[src/rtl/reg_file_param.sv]
// Parametrised integer register file: two combinational read ports, one write port,
// optional hardwired-zero entry 0, optional write-to-read forwarding and a sequential clear engine.
module reg_file_param #(
  parameter int DATA_WIDTH = 32,
  parameter int ADDR_WIDTH = 5,
  parameter bit ZERO_REG   = 1'b1,
  parameter bit BYPASS     = 1'b1
) (
  input  logic                  CLK,
  input  logic                  RESET,
  input  logic                  WRITE,
  input  logic [ADDR_WIDTH-1:0] INADDRESS,
  input  logic [DATA_WIDTH-1:0] IN,
  input  logic [ADDR_WIDTH-1:0] OUT1ADDRESS,
  input  logic [ADDR_WIDTH-1:0] OUT2ADDRESS,
  output logic [DATA_WIDTH-1:0] OUT1,
  output logic [DATA_WIDTH-1:0] OUT2,
  input  logic                  CLEAR,
  output logic                  BUSY
);

  localparam int DEPTH = 1 << ADDR_WIDTH;
  localparam logic [ADDR_WIDTH-1:0] LAST_ADDR = ADDR_WIDTH'(DEPTH - 1);

  typedef enum logic {
    IDLE     = 1'b0,
    CLEARING = 1'b1
  } state_t;

  state_t                  state_reg;
  logic [ADDR_WIDTH-1:0]   cnt_reg;
  logic                    busy_reg;
  logic                    clearing;
  logic                    write_accept;
  logic [DATA_WIDTH-1:0]   mem_q [DEPTH];
  logic [DATA_WIDTH-1:0]   rd1_data;
  logic [DATA_WIDTH-1:0]   rd2_data;

  assign clearing = (state_reg == CLEARING);

  // A write to the hardwired zero entry is treated as never accepted, so it is not forwarded either.
  assign write_accept = RESET && WRITE && !busy_reg &&
                        !(ZERO_REG && (INADDRESS == '0));

  // Clear engine: one entry per cycle, completion detected by compare rather than counter wrap.
  always_ff @(posedge CLK or negedge RESET) begin
    if (!RESET) begin
      state_reg <= IDLE;
      cnt_reg   <= '0;
      busy_reg  <= 1'b0;
    end else if (state_reg == IDLE) begin
      if (CLEAR) begin
        state_reg <= CLEARING;
        cnt_reg   <= '0;
        busy_reg  <= 1'b1;
      end
    end else begin
      if (cnt_reg == LAST_ADDR) begin
        state_reg <= IDLE;
        cnt_reg   <= '0;
        busy_reg  <= 1'b0;
      end else begin
        cnt_reg <= cnt_reg + ADDR_WIDTH'(1);
      end
    end
  end

  assign BUSY = busy_reg;

  genvar gi;
  generate
    for (gi = 0; gi < DEPTH; gi++) begin : g_entry
      if (ZERO_REG && (gi == 0)) begin : g_zero
        assign mem_q[gi] = '0;
      end else begin : g_reg
        logic [DATA_WIDTH-1:0] entry_reg;

        always_ff @(posedge CLK or negedge RESET) begin
          if (!RESET) begin
            entry_reg <= '0;
          end else if (clearing && (cnt_reg == ADDR_WIDTH'(gi))) begin
            entry_reg <= '0;
          end else if (write_accept && (INADDRESS == ADDR_WIDTH'(gi))) begin
            entry_reg <= IN;
          end
        end

        assign mem_q[gi] = entry_reg;
      end
    end
  endgenerate

  function automatic logic [DATA_WIDTH-1:0] resolve_read(
    input logic [ADDR_WIDTH-1:0] addr,
    input logic [DATA_WIDTH-1:0] stored
  );
    logic [DATA_WIDTH-1:0] data;
    data = stored;
    if (BYPASS && write_accept && (INADDRESS == addr))
      data = IN;
    if (ZERO_REG && (addr == '0))
      data = '0;
    return data;
  endfunction

  always_comb begin
    rd1_data = resolve_read(OUT1ADDRESS, mem_q[OUT1ADDRESS]);
  end

  always_comb begin
    rd2_data = resolve_read(OUT2ADDRESS, mem_q[OUT2ADDRESS]);
  end

  assign OUT1 = rd1_data;
  assign OUT2 = rd2_data;

endmodule

[config.mk]
export PLATFORM = sky130hd
export DESIGN_NAME = reg_file_param
export DESIGN_NICKNAME = d
export VERILOG_FILES = /design/src/rtl/reg_file_param.sv
export SDC_FILE = /design/constraint.sdc
export NUM_CORES = 2
export LEC_CHECK = 0
export BUFFER_PORTS_ARGS = -buffer_cell sky130_fd_sc_hd__buf_2
export CAP_MARGIN = 0
export CORE_MARGIN = 4
export CORE_UTILIZATION = 30
export CTS_BUF_LIST = sky130_fd_sc_hd__clkbuf_2
export CTS_CLUSTER_DIAMETER = 150
export DETAILED_ROUTE_END_ITERATION = 8
export PLACE_DENSITY_LB_ADDON = 0.15
export SLEW_MARGIN = 10
export SYNTH_ARGS = -nofsm -noshare
export SYNTH_HDL_FRONTEND = slang
export SYNTH_SLANG_ARGS = --single-unit
[constraint.sdc]
create_clock -name CLK -period 3.02 [get_ports CLK]
set_input_delay 0.302 -clock CLK [delete_from_list [all_inputs] [get_ports CLK]]
set_output_delay 0.302 -clock CLK [all_outputs]
set_load 0.1 [all_outputs]
==> results.sh <==
export IMPL_drive_above_1_share_pct=29.8
export IMPL_end_kind="output port"
export IMPL_finalCritPeriodShare_pct=139
export IMPL_worst_slew_pin_slew_ps=1300
export IMPL_cp_max_fo=14
export IMPL_fin_crit_ps=4190
export IMPL_r2r_slack_ps=-500
export IMPL_synth_most_common_cell="nand2_1"
export IMPL_cts_tree="built"
export IMPL_synth_cell_types=67
export IMPL_syn_area_sq_mm=0.0562
export IMPL_place_congestion=0.889
export IMPL_slew_headroom_pct=13.6
export IMPL_cp_data_required_time_ps=2720
export IMPL_core_area_sq_mm=0.186
export IMPL_syn_instance_count=5461
export IMPL_crit_buf_inv=3
export IMPL_synthTopCellsByArea="dfrtp_1 (44%), mux4_2 (19%), nand2_1 (9.7%), a21oi_1 (6.5%), mux2i_1 (3.1%)"
export IMPL_die_w_um=441
export IMPL_hold_path_class="in2reg"
export IMPL_crit_family="simple AND/OR/NAND/NOR gates"
export IMPL_die_area_sq_mm=0.194
export IMPL_setup_ws_ps=-1170
export IMPL_synth_edf_count=0
export IMPL_htreeDepth=5
export IMPL_synth_top_area_cell="dfrtp_1"
export IMPL_clock_sinks=999
export IMPL_grt_pass1_vias=50623
export IMPL_drv_cap=0
export IMPL_nNetsFinal=5929
export IMPL_p_per_area_mw_per_mm2=493
export IMPL_path_clk_slew_ps=90
export IMPL_postRouteAntennaNets=0
export IMPL_vias=50751
export IMPL_largest_reg_flops=992
export IMPL_final_util_pct=37.2
export IMPL_critPathMaxStageDelay_ps=520
export IMPL_drt_iter0_markers=5661
export IMPL_crit_type="reg2out"
export IMPL_grt_max_degree=149
export IMPL_boundaryPins=116
export IMPL_antenna_found_initial=9
export IMPL_drt_pass1_iter_count=6
export IMPL_drc=0
export IMPL_place_area_sq_mm=0.0627
export IMPL_ys_warn_count=0
export IMPL_synth_area_per_cell_sq_um=10.3
export IMPL_via_per_inst=5.94
export IMPL_r2r_end="g_entry[2].g_reg.entry_reg[18]"
export IMPL_status="complete, but fails checks"
export IMPL_cpMaxStageDelayCell="or4_4"
export IMPL_reg2reg_depth=14
export IMPL_p_leak_nw=28.9
export IMPL_ys_ff_latch=999
export IMPL_fmax_ghz=0.239
export IMPL_ys_seq_area_share_pct=44.5
export IMPL_synth_top_area_share_pct=44.5
export IMPL_finalSetupViolCount=403
export IMPL_total_power_mw=34.0
export IMPL_grt_remaining_overflow=0
export IMPL_num_rows=158
export IMPL_die_h_um=441
export IMPL_failed_checks="negative setup slack"
export IMPL_final_cell_area_sq_mm=0.0690
export IMPL_async_flop_share_pct=100
export IMPL_arrival_ps=3890
export IMPL_path_cells="and3b_2 > nand2_2 > or4_4 > buf_16 > buf_8 > nand2_1 > nand3_2 > buf_12"
export IMPL_fin_skew_ps=153
export IMPL_rr_startpoint="BUSY"
export IMPL_clockBufferDepth=4
export IMPL_wl_per_cell_um=33.8
export IMPL_clock_latency_ps=1840
export IMPL_numCtsBuffers=306
export IMPL_hold_violations=0
export IMPL_vdd_drop_max_uv=400
export IMPL_post_place_ws_ps=-480
export IMPL_fill_cells=18746
export IMPL_grt_usage_pct=29.0
export IMPL_detailed_place_hpwl_um=174000
export IMPL_grt_pass1_wl_um=400000
export IMPL_start_util_pct=30.3
export IMPL_wirelength_um=289000
export IMPL_syn2layout_area_growth_pct=22.8
export IMPL_startpoint_type="register"
export IMPL_hold_path_startpoint="INADDRESS[2]"
export IMPL_grt_setup_unrepaired="true"
export IMPL_ys_top_cells_by_count="nand2_1 (1451), dfrtp_1 (999), a21oi_1 (730)"
export IMPL_yosys_most_used_dff="dfrtp_1"
export IMPL_synth_nets=5518
export IMPL_slew_viol_final=0
export IMPL_cts_root_buf="clkbuf_2"
export IMPL_port_buffers=115
export IMPL_hold_depth=7
export IMPL_worstHoldEndpoint="g_entry[16].g_reg.entry_reg[29]"
==> how the worst max path moves through the flow <==
stage,from,end,slack (ps),cells past startpoint
global placement,OUT1ADDRESS[1],OUT1[28],-500,11
detailed placement,OUT1ADDRESS[1],OUT1[28],-480,11
finish,BUSY,OUT1[14],-1170,8
global route,BUSY,OUT1[12],-1320,8
floorplan,BUSY,OUT1[31],4,7
CTS,BUSY,OUT1[2],-1310,8
==> repair_timing <==
action	in CTS	in global routing
endpoints found under the setup margin	65	493
hold buffers	147	7
cloned	4	7
hold endpoints to repair	1998	566
resized for setup	159	181
setup buffers	19	44
pin swaps	23	36
==> layout by cell type, fill, tap and decap left out, types with 9 or more instances in the layout <==
cell	instances
o211a_1	10
buf_8	9
o211a_4	20
nor2_1	170
nand2_1	1414
nand2_2	23
dlygate4sd3_1	142
buf_16	9
mux4_2	472
nor2b_1	34
buf_4	329
mux2_2	68
nand3_4	31
a221oi_1	58
nand2_4	13
nand3_1	115
dfrtp_1	998
clkinv_1	47
a21boi_0	13
mux2i_1	169
nand2b_1	11
buf_2	42
o211ai_1	33
a2111oi_0	17
o311ai_4	15
a22o_1	160
nand3_2	19
buf_12	164
clkbuf_2	426
buf_6	21
nor2_4	40
o22ai_1	30
a22oi_1	28
a21oi_1	723
diode_2	10
==> tightest hold or removal path: stages <==
cell and delay, ps:
buf_2 160, buf_4 170, dlygate4sd3_1 870, nor4_4 120
clkbuf_16 170, nand2_1 70, a21oi_1 60
==> kinds of logic after synthesis <==
group,Yosys count,synth area share [%]
AO/OA/AOI/OAI,1175,13.1
XOR/XNOR,10,0.156
adder cells (fa/ha/maj),6,0.134
buffers and inverters,630,4.89
flip-flops,999,44.5
multiplexers,712,23.3
AND/OR/NAND/NOR,1929,13.9
==> area by class of cell <==
class / count / area, sq um / area share [%]
clock buffers: 426 / 2130 / 3.09
repair buffers: 724 / 8190 / 11.9
diodes: 10 / 25.0 / 0.0362
clock inverters: 61 / 263 / 0.381
well taps: 2480 / 3100 / 4.49
flip-flops and latches: 999 / 25000 / 36.2
inverters: 9 / 35.0 / 0.0507
multi-input cells: 3832 / 30300 / 43.9
==> power breakdown <==
group	internal [mW]	switching, mW
combinational	3.11	5.24
sequential	14.4	0.877
clock	3.81	6.58
==> layer usage <==
| metal | wire length (um) | GRT usage, % | share of wire [%] | vias to the layer above |
|---|---|---|---|---|
| met1 | 114000 | 37.7 | 40 | 26519 |
| met5 | 0 | 0 | 0 | - |
| met2 | 131000 | 44.9 | 45 | 2867 |
| met4 | 19200 | 15.9 | 6.6 | 0 |
| met3 | 24700 | 6.38 | 8.5 | 758 |
| li1 | - | - | - | 20607 |
==> metrics by stage <==
stage	cells	hold slack [ps]	TNS [ps]
finish	8541	181	-125450
global route	8539	38.5	-149220
CTS	8483	0.358	-117440
detailed placement	7826	490	-1060
global placement	7825	497	-1520
floorplan	5461	6.41	0
(Power assumes the default switching activity.)
